===== config.mk =====
export PLATFORM = sky130hd
export DESIGN_NAME = cpu_mem_bridge_flat
export DESIGN_NICKNAME = d
export VERILOG_FILES = /design/src/rtl/cpu_mem_bridge_pkg.sv /design/src/rtl/cpu_mem_bridge_if.sv /design/src/rtl/cpu_mem_bridge_sync_edge_det.sv /design/src/rtl/cpu_mem_bridge.sv /design/src/flat_wrapper.sv
export SDC_FILE = /design/constraint.sdc
export NUM_CORES = 1
export LEC_CHECK = 0
export CORE_UTILIZATION = 25
export CTS_CLUSTER_DIAMETER = 40
export DETAILED_ROUTE_END_ITERATION = 10
export PLACE_DENSITY = 0.44
export SETUP_SLACK_MARGIN = 0.4
export SYNTH_ARGS = -nofsm -noshare
export SYNTH_HDL_FRONTEND = slang
export SYNTH_SLANG_ARGS = --single-unit

===== constraint.sdc =====
create_clock -name CLK -period 2.3 [get_ports CLK]
set_clock_uncertainty 0.05 [all_clocks]
set_input_delay 0.46 -clock CLK [delete_from_list [all_inputs] [get_ports CLK]]
set_output_delay 0.46 -clock CLK [all_outputs]
set_load 0.05 [all_outputs]

===== src/rtl/cpu_mem_bridge_pkg.sv =====
// Shared constants, FSM state type and helpers for the CPU-to-BRAM bridge.
// The write-counter address constant matters only when CPU_MEM_BRIDGE_WR_CNT_EN is defined.
package cpu_mem_bridge_pkg;

  localparam logic [1:0]  BRAM_SELECT_0 = 2'd0;
  localparam logic [1:0]  BRAM_SELECT_1 = 2'd1;
  localparam logic [1:0]  BRAM_SELECT_2 = 2'd2;
  localparam logic [1:0]  BRAM_SELECT_3 = 2'd3;

  localparam logic [15:0] ADDR_WR_CNT   = 16'hFFFF;

  typedef enum logic [2:0] {
    IDLE,
    WR,
    RD_ISSUE,
    RD_WAIT,
    RD_HOLD
  } bridge_state_e;

  function automatic logic is_wr_cnt_addr(input logic [1:0] sel, input logic [13:0] addr);
    return (sel == ADDR_WR_CNT[15:14]) && (addr == ADDR_WR_CNT[13:0]);
  endfunction

endpackage


===== src/rtl/cpu_mem_bridge_if.sv =====
// Memory-side bus between the bridge (master) and the BRAM block (slave).
interface memory_bus_if;

  logic        BUS_CLK;
  logic [1:0]  BRAM_SELECT;
  logic [13:0] BRAM_ADDR;
  logic        EN;
  logic        WE;
  logic [15:0] DATA_IN;
  logic [15:0] DATA_OUT;

  modport master (
    output BUS_CLK, BRAM_SELECT, BRAM_ADDR, EN, WE, DATA_IN,
    input  DATA_OUT
  );

  modport slave (
    input  BUS_CLK, BRAM_SELECT, BRAM_ADDR, EN, WE, DATA_IN,
    output DATA_OUT
  );

endinterface


===== src/rtl/cpu_mem_bridge_sync_edge_det.sv =====
// Multi-flop synchronizer for one asynchronous strobe, with single-cycle
// rise/fall pulses derived from the synchronized level.
module sync_edge_det #(
  parameter int   STAGES  = 2,
  parameter logic RST_VAL = 1'b1
) (
  input  logic i_clk,
  input  logic i_rst,
  input  logic i_async,
  output logic o_level,
  output logic o_rise,
  output logic o_fall
);

  logic [STAGES-1:0] r_sync;
  logic              r_prev;

  // NOTE: clocked state uses non-blocking assignments so every flop samples
  // the pre-edge value of its neighbour; blocking here would collapse the chain.
  always_ff @(posedge i_clk) begin
    if (i_rst) begin
      r_sync <= {STAGES{RST_VAL}};
      r_prev <= RST_VAL;
    end else begin
      r_sync <= {r_sync[STAGES-2:0], i_async};
      r_prev <= r_sync[STAGES-1];
    end
  end

  assign o_level = r_sync[STAGES-1];
  assign o_rise  = r_sync[STAGES-1] & ~r_prev;
  assign o_fall  = ~r_sync[STAGES-1] & r_prev;

endmodule


===== src/rtl/cpu_mem_bridge.sv =====
// Converts the MCU asynchronous memory strobes into single-cycle BRAM accesses.
// Define CPU_MEM_BRIDGE_WR_CNT_EN to map a write-pulse counter at address 16'hFFFF.
module cpu_mem_bridge
  import cpu_mem_bridge_pkg::*;
#(
  parameter int SYNC_STAGES  = 2,
  parameter int READ_LATENCY = 2
) (
  input  logic         CLK,
  input  logic         RST,
  input  logic         CPU_CS_N,
  input  logic         CPU_WE_N,
  input  logic         CPU_RD_N,
  input  logic [15:0]  CPU_ADDR,
  input  logic [15:0]  CPU_DATA_IN,
  output logic [15:0]  CPU_DATA_OUT,
  output logic         CPU_DATA_OE,
  memory_bus_if.master MEM_BUS
);

  localparam int WAIT_W = (READ_LATENCY > 1) ? $clog2(READ_LATENCY) : 1;

  logic w_cs_n_lvl, w_rd_n_lvl, w_we_rise, w_rd_fall;

  sync_edge_det #(.STAGES(SYNC_STAGES), .RST_VAL(1'b1)) u_sync_we (
    .i_clk(CLK), .i_rst(RST), .i_async(CPU_WE_N),
    .o_level(), .o_rise(w_we_rise), .o_fall()
  );

  sync_edge_det #(.STAGES(SYNC_STAGES), .RST_VAL(1'b1)) u_sync_rd (
    .i_clk(CLK), .i_rst(RST), .i_async(CPU_RD_N),
    .o_level(w_rd_n_lvl), .o_rise(), .o_fall(w_rd_fall)
  );

  sync_edge_det #(.STAGES(SYNC_STAGES), .RST_VAL(1'b1)) u_sync_cs (
    .i_clk(CLK), .i_rst(RST), .i_async(CPU_CS_N),
    .o_level(w_cs_n_lvl), .o_rise(), .o_fall()
  );

  // Address/data delayed by the same depth as the strobes so they line up.
  logic [SYNC_STAGES-1:0][15:0] r_addr_pipe, r_data_pipe;
  logic [15:0] w_addr_s, w_data_s;

  // NOTE: this pipeline is deliberately not reset; its contents are only
  // consumed when qualified by a synchronized strobe edge.
  always_ff @(posedge CLK) begin
    r_addr_pipe <= {r_addr_pipe[SYNC_STAGES-2:0], CPU_ADDR};
    r_data_pipe <= {r_data_pipe[SYNC_STAGES-2:0], CPU_DATA_IN};
  end

  assign w_addr_s = r_addr_pipe[SYNC_STAGES-1];
  assign w_data_s = r_data_pipe[SYNC_STAGES-1];

  bridge_state_e     r_state, w_state_nxt;
  logic [1:0]        r_sel;
  logic [13:0]       r_addr;
  logic [15:0]       r_wdata, r_rdata, w_rd_value;
  logic              r_oe, r_abandon;
  logic [WAIT_W-1:0] r_wait;
  logic              w_start_wr, w_start_rd, w_en, w_we, w_abort;

  assign w_abort = w_rd_n_lvl | w_cs_n_lvl;

  // NOTE: combinational logic uses blocking assignments with every output
  // defaulted first, so no path through the case can infer a latch.
  always_comb begin
    w_state_nxt = r_state;
    w_start_wr  = 1'b0;
    w_start_rd  = 1'b0;
    w_en        = 1'b0;
    w_we        = 1'b0;
    case (r_state)
      IDLE: begin
        if (w_we_rise && !w_cs_n_lvl) begin
          w_start_wr  = 1'b1;
          w_state_nxt = WR;
        end else if (w_rd_fall && !w_cs_n_lvl) begin
          w_start_rd  = 1'b1;
          w_state_nxt = RD_ISSUE;
        end
      end
      WR: begin
        w_en        = 1'b1;
        w_we        = 1'b1;
        w_state_nxt = IDLE;
      end
      RD_ISSUE: begin
        w_en        = 1'b1;
        w_state_nxt = RD_WAIT;
      end
      RD_WAIT: begin
        if (r_wait == '0) w_state_nxt = (r_abandon || w_abort) ? IDLE : RD_HOLD;
      end
      RD_HOLD: begin
        if (w_abort) w_state_nxt = IDLE;
      end
      default: w_state_nxt = IDLE;
    endcase
  end

`ifdef CPU_MEM_BRIDGE_WR_CNT_EN
  logic [15:0] r_wr_cnt;

  always_ff @(posedge CLK) begin
    if (RST)                r_wr_cnt <= 16'd0;
    else if (r_state == WR) r_wr_cnt <= r_wr_cnt + 16'd1;
  end

  assign w_rd_value = is_wr_cnt_addr(r_sel, r_addr) ? r_wr_cnt : MEM_BUS.DATA_OUT;
`else
  assign w_rd_value = MEM_BUS.DATA_OUT;
`endif

  always_ff @(posedge CLK) begin
    if (RST) begin
      r_state   <= IDLE;
      r_sel     <= '0;
      r_addr    <= '0;
      r_wdata   <= '0;
      r_rdata   <= '0;
      r_oe      <= 1'b0;
      r_abandon <= 1'b0;
      r_wait    <= '0;
    end else begin
      r_state <= w_state_nxt;
      if (w_start_wr) begin
        r_sel   <= w_addr_s[15:14];
        r_addr  <= w_addr_s[13:0];
        r_wdata <= w_data_s;
      end else if (w_start_rd) begin
        r_sel  <= w_addr_s[15:14];
        r_addr <= w_addr_s[13:0];
      end
      if (r_state == RD_ISSUE)                    r_wait <= WAIT_W'(READ_LATENCY - 1);
      else if (r_state == RD_WAIT && r_wait != '0) r_wait <= r_wait - WAIT_W'(1);
      // A strobe released mid-read lets the access finish but suppresses OE.
      if (r_state == IDLE) r_abandon <= 1'b0;
      else if ((r_state == RD_ISSUE || r_state == RD_WAIT) && w_abort) r_abandon <= 1'b1;
      if (r_state == RD_WAIT && w_state_nxt == RD_HOLD) r_rdata <= w_rd_value;
      r_oe <= (w_state_nxt == RD_HOLD);
    end
  end

  assign MEM_BUS.BUS_CLK     = CLK;
  assign MEM_BUS.EN          = w_en;
  assign MEM_BUS.WE          = w_we;
  assign MEM_BUS.BRAM_SELECT = r_sel;
  assign MEM_BUS.BRAM_ADDR   = r_addr;
  assign MEM_BUS.DATA_IN     = r_wdata;
  assign CPU_DATA_OUT        = r_rdata;
  assign CPU_DATA_OE         = r_oe;

endmodule


===== src/flat_wrapper.sv =====
// flat-port wrapper written by rule: the top's interface ports become plain ports
module cpu_mem_bridge_flat import cpu_mem_bridge_pkg::*;
#(
  parameter int SYNC_STAGES  = 2,
  parameter int READ_LATENCY = 2
)
  (CLK, RST, CPU_CS_N, CPU_WE_N, CPU_RD_N, CPU_ADDR, CPU_DATA_IN, CPU_DATA_OUT, CPU_DATA_OE, MEM_BUS_BUS_CLK, MEM_BUS_BRAM_SELECT, MEM_BUS_BRAM_ADDR, MEM_BUS_EN, MEM_BUS_WE, MEM_BUS_DATA_IN, MEM_BUS_DATA_OUT);
  memory_bus_if MEM_BUS_i ();
  input  logic CLK;
  input  logic RST;
  input  logic CPU_CS_N;
  input  logic CPU_WE_N;
  input  logic CPU_RD_N;
  input  logic [15:0] CPU_ADDR;
  input  logic [15:0] CPU_DATA_IN;
  output logic [15:0] CPU_DATA_OUT;
  output logic CPU_DATA_OE;
  output wire logic [$bits(MEM_BUS_i.BUS_CLK)-1:0] MEM_BUS_BUS_CLK;
  output wire logic [$bits(MEM_BUS_i.BRAM_SELECT)-1:0] MEM_BUS_BRAM_SELECT;
  output wire logic [$bits(MEM_BUS_i.BRAM_ADDR)-1:0] MEM_BUS_BRAM_ADDR;
  output wire logic [$bits(MEM_BUS_i.EN)-1:0] MEM_BUS_EN;
  output wire logic [$bits(MEM_BUS_i.WE)-1:0] MEM_BUS_WE;
  output wire logic [$bits(MEM_BUS_i.DATA_IN)-1:0] MEM_BUS_DATA_IN;
  input wire logic [$bits(MEM_BUS_i.DATA_OUT)-1:0] MEM_BUS_DATA_OUT;
  assign MEM_BUS_BUS_CLK = MEM_BUS_i.BUS_CLK;
  assign MEM_BUS_BRAM_SELECT = MEM_BUS_i.BRAM_SELECT;
  assign MEM_BUS_BRAM_ADDR = MEM_BUS_i.BRAM_ADDR;
  assign MEM_BUS_EN = MEM_BUS_i.EN;
  assign MEM_BUS_WE = MEM_BUS_i.WE;
  assign MEM_BUS_DATA_IN = MEM_BUS_i.DATA_IN;
  assign MEM_BUS_i.DATA_OUT = MEM_BUS_DATA_OUT;
  cpu_mem_bridge #(.SYNC_STAGES(SYNC_STAGES), .READ_LATENCY(READ_LATENCY)) u_core (.CLK(CLK), .RST(RST), .CPU_CS_N(CPU_CS_N), .CPU_WE_N(CPU_WE_N), .CPU_RD_N(CPU_RD_N), .CPU_ADDR(CPU_ADDR), .CPU_DATA_IN(CPU_DATA_IN), .CPU_DATA_OUT(CPU_DATA_OUT), .CPU_DATA_OE(CPU_DATA_OE), .MEM_BUS(MEM_BUS_i));
endmodule

After elaboration in Yosys (flattened, before gate mapping):

Cells that the tools add are included.

* word-level logic and storage cells: 60
* input bits: 53
* register bits: 126

* muxes and demuxes: 19
* bitwise gates (word level): 5
* add/sub/neg operators: 1
* equal/unequal tests: 5
* reductions and logical operators: 13

Operators with widths (count)
* $mux 14: 2
* $mux 3: 5
* $pmux 3 s4: 1
* $mux 1: 9
* $eq 3x2->1 const B: 2
* $eq 3x3->1 const B: 2
* $logic_and 1x1->1: 5
* $mux 2: 2
* $reduce_bool 2->1: 2
* $reduce_or 2->1: 2
* $eq 3x1->1 const B: 1
* $logic_not 3->1: 1
* $and 1x1->1: 2
* $logic_or 1x1->1: 2
* $not 1->1: 2
* $logic_not 1->1: 1
* $or 1x1->1: 1
* $sub 1x1->1 const B: 1

Logic depth before layout (Yosys ltp):

* depth in word-level cells: 8
* mapped depth: 5
* mapped depth without buffers: 3

Modules after synthesis:

From an unflattened synthesis, not the netlist that was laid out.

* cells, all modules: 333
* area total of the unflattened synthesis: 3982.6 um2

Modules (own cells, without submodules)
* cpu_mem_bridge: cells each 309, instances 1, sequential area each 2362.3 um2, area an instance 3704.8 um2
* sync_edge_det: cells each 8, instances 3, sequential area each 60.1 um2, area an instance 92.6 um2

==> flow_results.xml <==
<?xml version="1.0" encoding="UTF-8"?>
<metrics>
  <group name="sta">
    <metric name="fin_tns_setup" unit="ns">0</metric>
    <metric name="final_max_slew_viol_count" unit="">0</metric>
    <metric name="grt_setup_unrepaired" unit="">true</metric>
    <metric name="max_slew.worst_pin.slew" unit="ns">0.519</metric>
    <metric name="timing.hold.ws" unit="ns">0.272</metric>
    <metric name="max-slew-margin-rel" unit="%">65.4</metric>
    <metric name="finalHoldViolations" unit="">0</metric>
    <metric name="report.final.setup_viol" unit="">0</metric>
    <metric name="final_setup_margin" unit="ns">0.247</metric>
  </group>
  <group name="route">
    <metric name="route.antenna.remaining_nets" unit="">0</metric>
    <metric name="vias" unit="">2579</metric>
    <metric name="dr.pass1.iters" unit="">4</metric>
    <metric name="routed_wirelength" unit="um">8130</metric>
    <metric name="drt_drc_violations_left" unit="">0</metric>
    <metric name="first_iter_violations" unit="">71</metric>
    <metric name="drt-vias-per-instance" unit="">4.07</metric>
    <metric name="drt-wirelength-per-cell" unit="um">12.8</metric>
  </group>
  <group name="pwr">
    <metric name="pwr-share-comb" unit="%">3.5</metric>
    <metric name="p_sw" unit="mW">1.13</metric>
    <metric name="vdd_ir_drop_max" unit="uV">871</metric>
    <metric name="power.leakage" unit="nW">2.22</metric>
    <metric name="clockPowerShare" unit="%">53.9</metric>
    <metric name="p_per_area" unit="mW/mm^2">949</metric>
    <metric name="power.switching_fraction" unit="%">21.1</metric>
    <metric name="power.sequential.fraction" unit="%">42.6</metric>
    <metric name="p_int" unit="mW">4.20</metric>
  </group>
  <group name="critical_path">
    <metric name="worstReg2RegEnd" unit="">u_core.CPU_DATA_OUT[11]</metric>
    <metric name="reg2reg_depth" unit="">4</metric>
    <metric name="kind_of_end_point_of_the_critical_path" unit="">output pin</metric>
    <metric name="timing.critical_path.arrival" unit="ns">1.54</metric>
    <metric name="worst-path-max-fanout" unit="">2</metric>
    <metric name="path_class" unit="">clk2out</metric>
    <metric name="rrSetupSlack" unit="ns">0.72</metric>
    <metric name="critical_path.startpoint_type" unit="">clock port</metric>
    <metric name="worst_r2r_startpoint" unit="">u_core.u_sync_cs.r_sync[1]</metric>
    <metric name="worstPathRequired" unit="ns">1.79</metric>
  </group>
  <group name="cts">
    <metric name="clk_pin_slew_worst_paths" unit="ns">0.06</metric>
    <metric name="cts.hold.buffers_added" unit="">0</metric>
    <metric name="cts_tree" unit="">built</metric>
    <metric name="worstSkewPairLatency" unit="ns">0.51</metric>
  </group>
  <group name="synth">
    <metric name="synthArstFlopShare" unit="%">0</metric>
    <metric name="ys_top_cells_by_count" unit="">sky130_fd_sc_hd__dfxtp_1, sky130_fd_sc_hd__nand2b_1, sky130_fd_sc_hd__mux2i_1, sky130_fd_sc_hd__a21oi_1</metric>
    <metric name="synth-xor-area-share" unit="%">0.228</metric>
    <metric name="postSynthRegisterBits" unit="">126</metric>
    <metric name="netlist.top_cell.by_area" unit="">sky130_fd_sc_hd__dfxtp_1</metric>
    <metric name="synth.area.top_cells" unit="">sky130_fd_sc_hd__dfxtp_1, sky130_fd_sc_hd__nand2b_1, sky130_fd_sc_hd__mux2i_1</metric>
    <metric name="synth-adder-area-share" unit="%">0</metric>
    <metric name="synthFlopType" unit="">sky130_fd_sc_hd__dfxtp_1</metric>
    <metric name="synth.distinct_cells" unit="">29</metric>
    <metric name="post_synth_edffs" unit="">0</metric>
    <metric name="synth_compound_area_share" unit="%">5.89</metric>
    <metric name="synth.yosys.seq_area_share" unit="%">65.6</metric>
    <metric name="yosys.area_share.simple" unit="%">17.5</metric>
    <metric name="syn_inst" unit="">327</metric>
    <metric name="post_synth_instance_area" unit="sq mm">0.00384</metric>
    <metric name="postSynthAreaPerCell" unit="sq um">11.8</metric>
    <metric name="synth_top_area_share" unit="%">65.6</metric>
    <metric name="synth_fp_nets" unit="">380</metric>
    <metric name="ys_warn_count" unit="">0</metric>
    <metric name="synth_top_family_by_area" unit="">simple AND/OR/NAND/NOR gates</metric>
    <metric name="synthMostInstantiatedCell" unit="">sky130_fd_sc_hd__dfxtp_1</metric>
    <metric name="synth.area.mux_share" unit="%">8.33</metric>
  </group>
  <group name="grt">
    <metric name="grt_pass1_wl" unit="um">13100</metric>
    <metric name="gr-total-overflow" unit="">0</metric>
    <metric name="via_count_of_the_first_global_routing_pass" unit="">2597</metric>
    <metric name="antenna_found_initial" unit="">0</metric>
    <metric name="grt_util_all_layers" unit="%">11.3</metric>
    <metric name="grt_start_max_net_pins" unit="">95</metric>
  </group>
  <group name="layout">
    <metric name="post_synthesis_to_final_layout_area_growth" unit="%">46.2</metric>
    <metric name="final_net_count" unit="">490</metric>
    <metric name="final-instance-count-excl-fill" unit="">634</metric>
    <metric name="final_layout_size_suffix_gt1_share" unit="%">21.6</metric>
    <metric name="antennaDiodeCount" unit="">0</metric>
  </group>
  <group name="place">
    <metric name="detailed_place_hpwl" unit="um">5100</metric>
    <metric name="routabilityCongestion" unit="">0.689</metric>
    <metric name="i_o_buffers" unit="">104</metric>
    <metric name="detailedPlace.worstSlack" unit="ns">-0.0321</metric>
    <metric name="number_of_placed_instances_with_taps_included" unit="">599</metric>
  </group>
  <group name="floorplan">
    <metric name="die-width" unit="um">126</metric>
    <metric name="die-height" unit="um">126</metric>
    <metric name="io_pins" unit="">105</metric>
    <metric name="start_util" unit="%">26.1</metric>
    <metric name="die-area" unit="sq mm">0.0159</metric>
    <metric name="fp.coreArea" unit="sq mm">0.0148</metric>
    <metric name="row_count" unit="">44</metric>
  </group>
  <group name="worst_hold_path">
    <metric name="hp-class" unit="">reg2reg</metric>
    <metric name="worst_hold_path.num_cells" unit="">0</metric>
    <metric name="min_to" unit="">u_core.w_addr_s[14]</metric>
    <metric name="hold_start" unit="">u_core.r_addr_pipe[14]</metric>
  </group>
  <group name="job">
    <metric name="cap_viol_max_count" unit="">0</metric>
  </group>
  <group name="run_status">
    <metric name="outcome" unit="">finished, final reports clean</metric>
  </group>
</metrics>
==> final cells by class <==
type	count	area, sq um
Multi-Input combinational cell	180	1230
Clock inverter	9	85.1
Clock buffer	27	563
Sequential cell	126	2530
Fill cell	1486	9140
Timing Repair Buffer	108	977
Tap cell	184	230
==> stage by stage <==
step / util [%] / total power, mW / instance area [sq um]
3_5_place_dp: 34.3 / 2.61 / 5070
2_1_floorplan: - / 2.49 / 3850
5_1_grt: 38.1 / 5.56 / 5620
6_report: 38.1 / 5.33 / 5620
4_1_cts: 38.6 / 5.37 / 5700
3_3_place_gp: 34.3 / 2.61 / 5070
==> timing repair <==
item	4_1_cts	5_1_grt
endpoints found under the setup margin	52	30
endpoints found under the hold margin	0	0
buffers inserted	0	0
gates resized for setup	113	38
==> power by group through the flow <==
stage | Clock, mW | Sequential [mW] | Combinational, mW
floorplan | 0.0937 | 2.33 | 0.0665
global placement | 0.100 | 2.32 | 0.190
detailed placement | 0.100 | 2.32 | 0.191
CTS | 2.90 | 2.27 | 0.190
global route | 3.09 | 2.28 | 0.201
finish | 2.87 | 2.27 | 0.186
==> worst max-delay path: stages <==
cell and delay (ns):
sky130_fd_sc_hd__clkbuf_16 0.12, sky130_fd_sc_hd__clkbuf_16 0.13, sky130_fd_sc_hd__buf_12 0.14
==> flip-flops by register name (all words and copies together), names as in the netlist, 2 cells and up <==
| register | count |
|---|---|
| u_core.w_data_s | 16 |
| u_core.MEM_BUS.BRAM_ADDR | 14 |
| u_core.r_state | 3 |
| u_core.MEM_BUS.DATA_IN | 16 |
| u_core.w_addr_s | 16 |
| u_core.u_sync_cs.r_sync | 2 |
| u_core.u_sync_we.r_sync | 2 |
| u_core.r_addr_pipe | 16 |
| u_core.r_data_pipe | 16 |
| u_core.MEM_BUS.BRAM_SELECT | 2 |
| u_core.CPU_DATA_OUT | 16 |
| u_core.u_sync_rd.r_sync | 2 |
==> worst max-delay path by stage <==
stage	from	to	cells past startpoint
after floorplan	CLK	MEM_BUS_BUS_CLK	1
after global placement	CLK	MEM_BUS_BUS_CLK	1
after detailed placement	CLK	MEM_BUS_BUS_CLK	1
after CTS	CLK	MEM_BUS_BUS_CLK	3
after global routing	CLK	MEM_BUS_BUS_CLK	3
final	CLK	MEM_BUS_BUS_CLK	3
==> routing by layer <==
| layer | wire, um | vias to the layer above | global-route usage (%) | part of all wire [%] |
|---|---|---|---|---|
| li1 | - | 1304 | - | - |
| met5 | 0 | - | 0 | 0 |
| met4 | 182 | 0 | 7.65 | 2.2 |
| met3 | 480 | 15 | 5.73 | 5.9 |
| met2 | 3940 | 63 | 17.5 | 48 |
| met1 | 3530 | 1197 | 12.0 | 43 |
==> layout by cell type, fill, tap and decap left out, types with 2 or more instances in the layout <==
cell	synthesis	routed
sky130_fd_sc_hd__mux2i_1	32	32
sky130_fd_sc_hd__clkinv_2	0	3
sky130_fd_sc_hd__clkbuf_16	0	20
sky130_fd_sc_hd__nand2b_1	66	66
sky130_fd_sc_hd__clkdlybuf4s50_1	0	51
sky130_fd_sc_hd__nor3_1	2	2
sky130_fd_sc_hd__clkbuf_8	0	2
sky130_fd_sc_hd__a21oi_1	17	17
sky130_fd_sc_hd__clkbuf_2	0	23
sky130_fd_sc_hd__or3b_2	2	2
sky130_fd_sc_hd__clkdlybuf4s15_2	0	14
sky130_fd_sc_hd__clkdlybuf4s15_1	0	12
sky130_fd_sc_hd__o21ai_1	2	2
sky130_fd_sc_hd__nor2_1	4	4
sky130_fd_sc_hd__dfxtp_1	126	123
sky130_fd_sc_hd__nand3_1	16	16
sky130_fd_sc_hd__nor3b_2	1	2
sky130_fd_sc_hd__inv_6	0	2
sky130_fd_sc_hd__buf_4	1	5
sky130_fd_sc_hd__clkbuf_1	16	4
sky130_fd_sc_hd__dfxtp_4	0	2
sky130_fd_sc_hd__buf_12	0	2
sky130_fd_sc_hd__o21ai_0	16	16
sky130_fd_sc_hd__clkinvlp_4	0	3
sky130_fd_sc_hd__or2_2	8	8
==> cells by family after synthesis <==
family	count (synthesis)
buffers and inverters	21
DFF	126
muxes	32
xor gates and xnor gates	1
and+or+nand+nor	106
AOI/OAI and AO/OA	41
(Power assumes the default switching activity.)
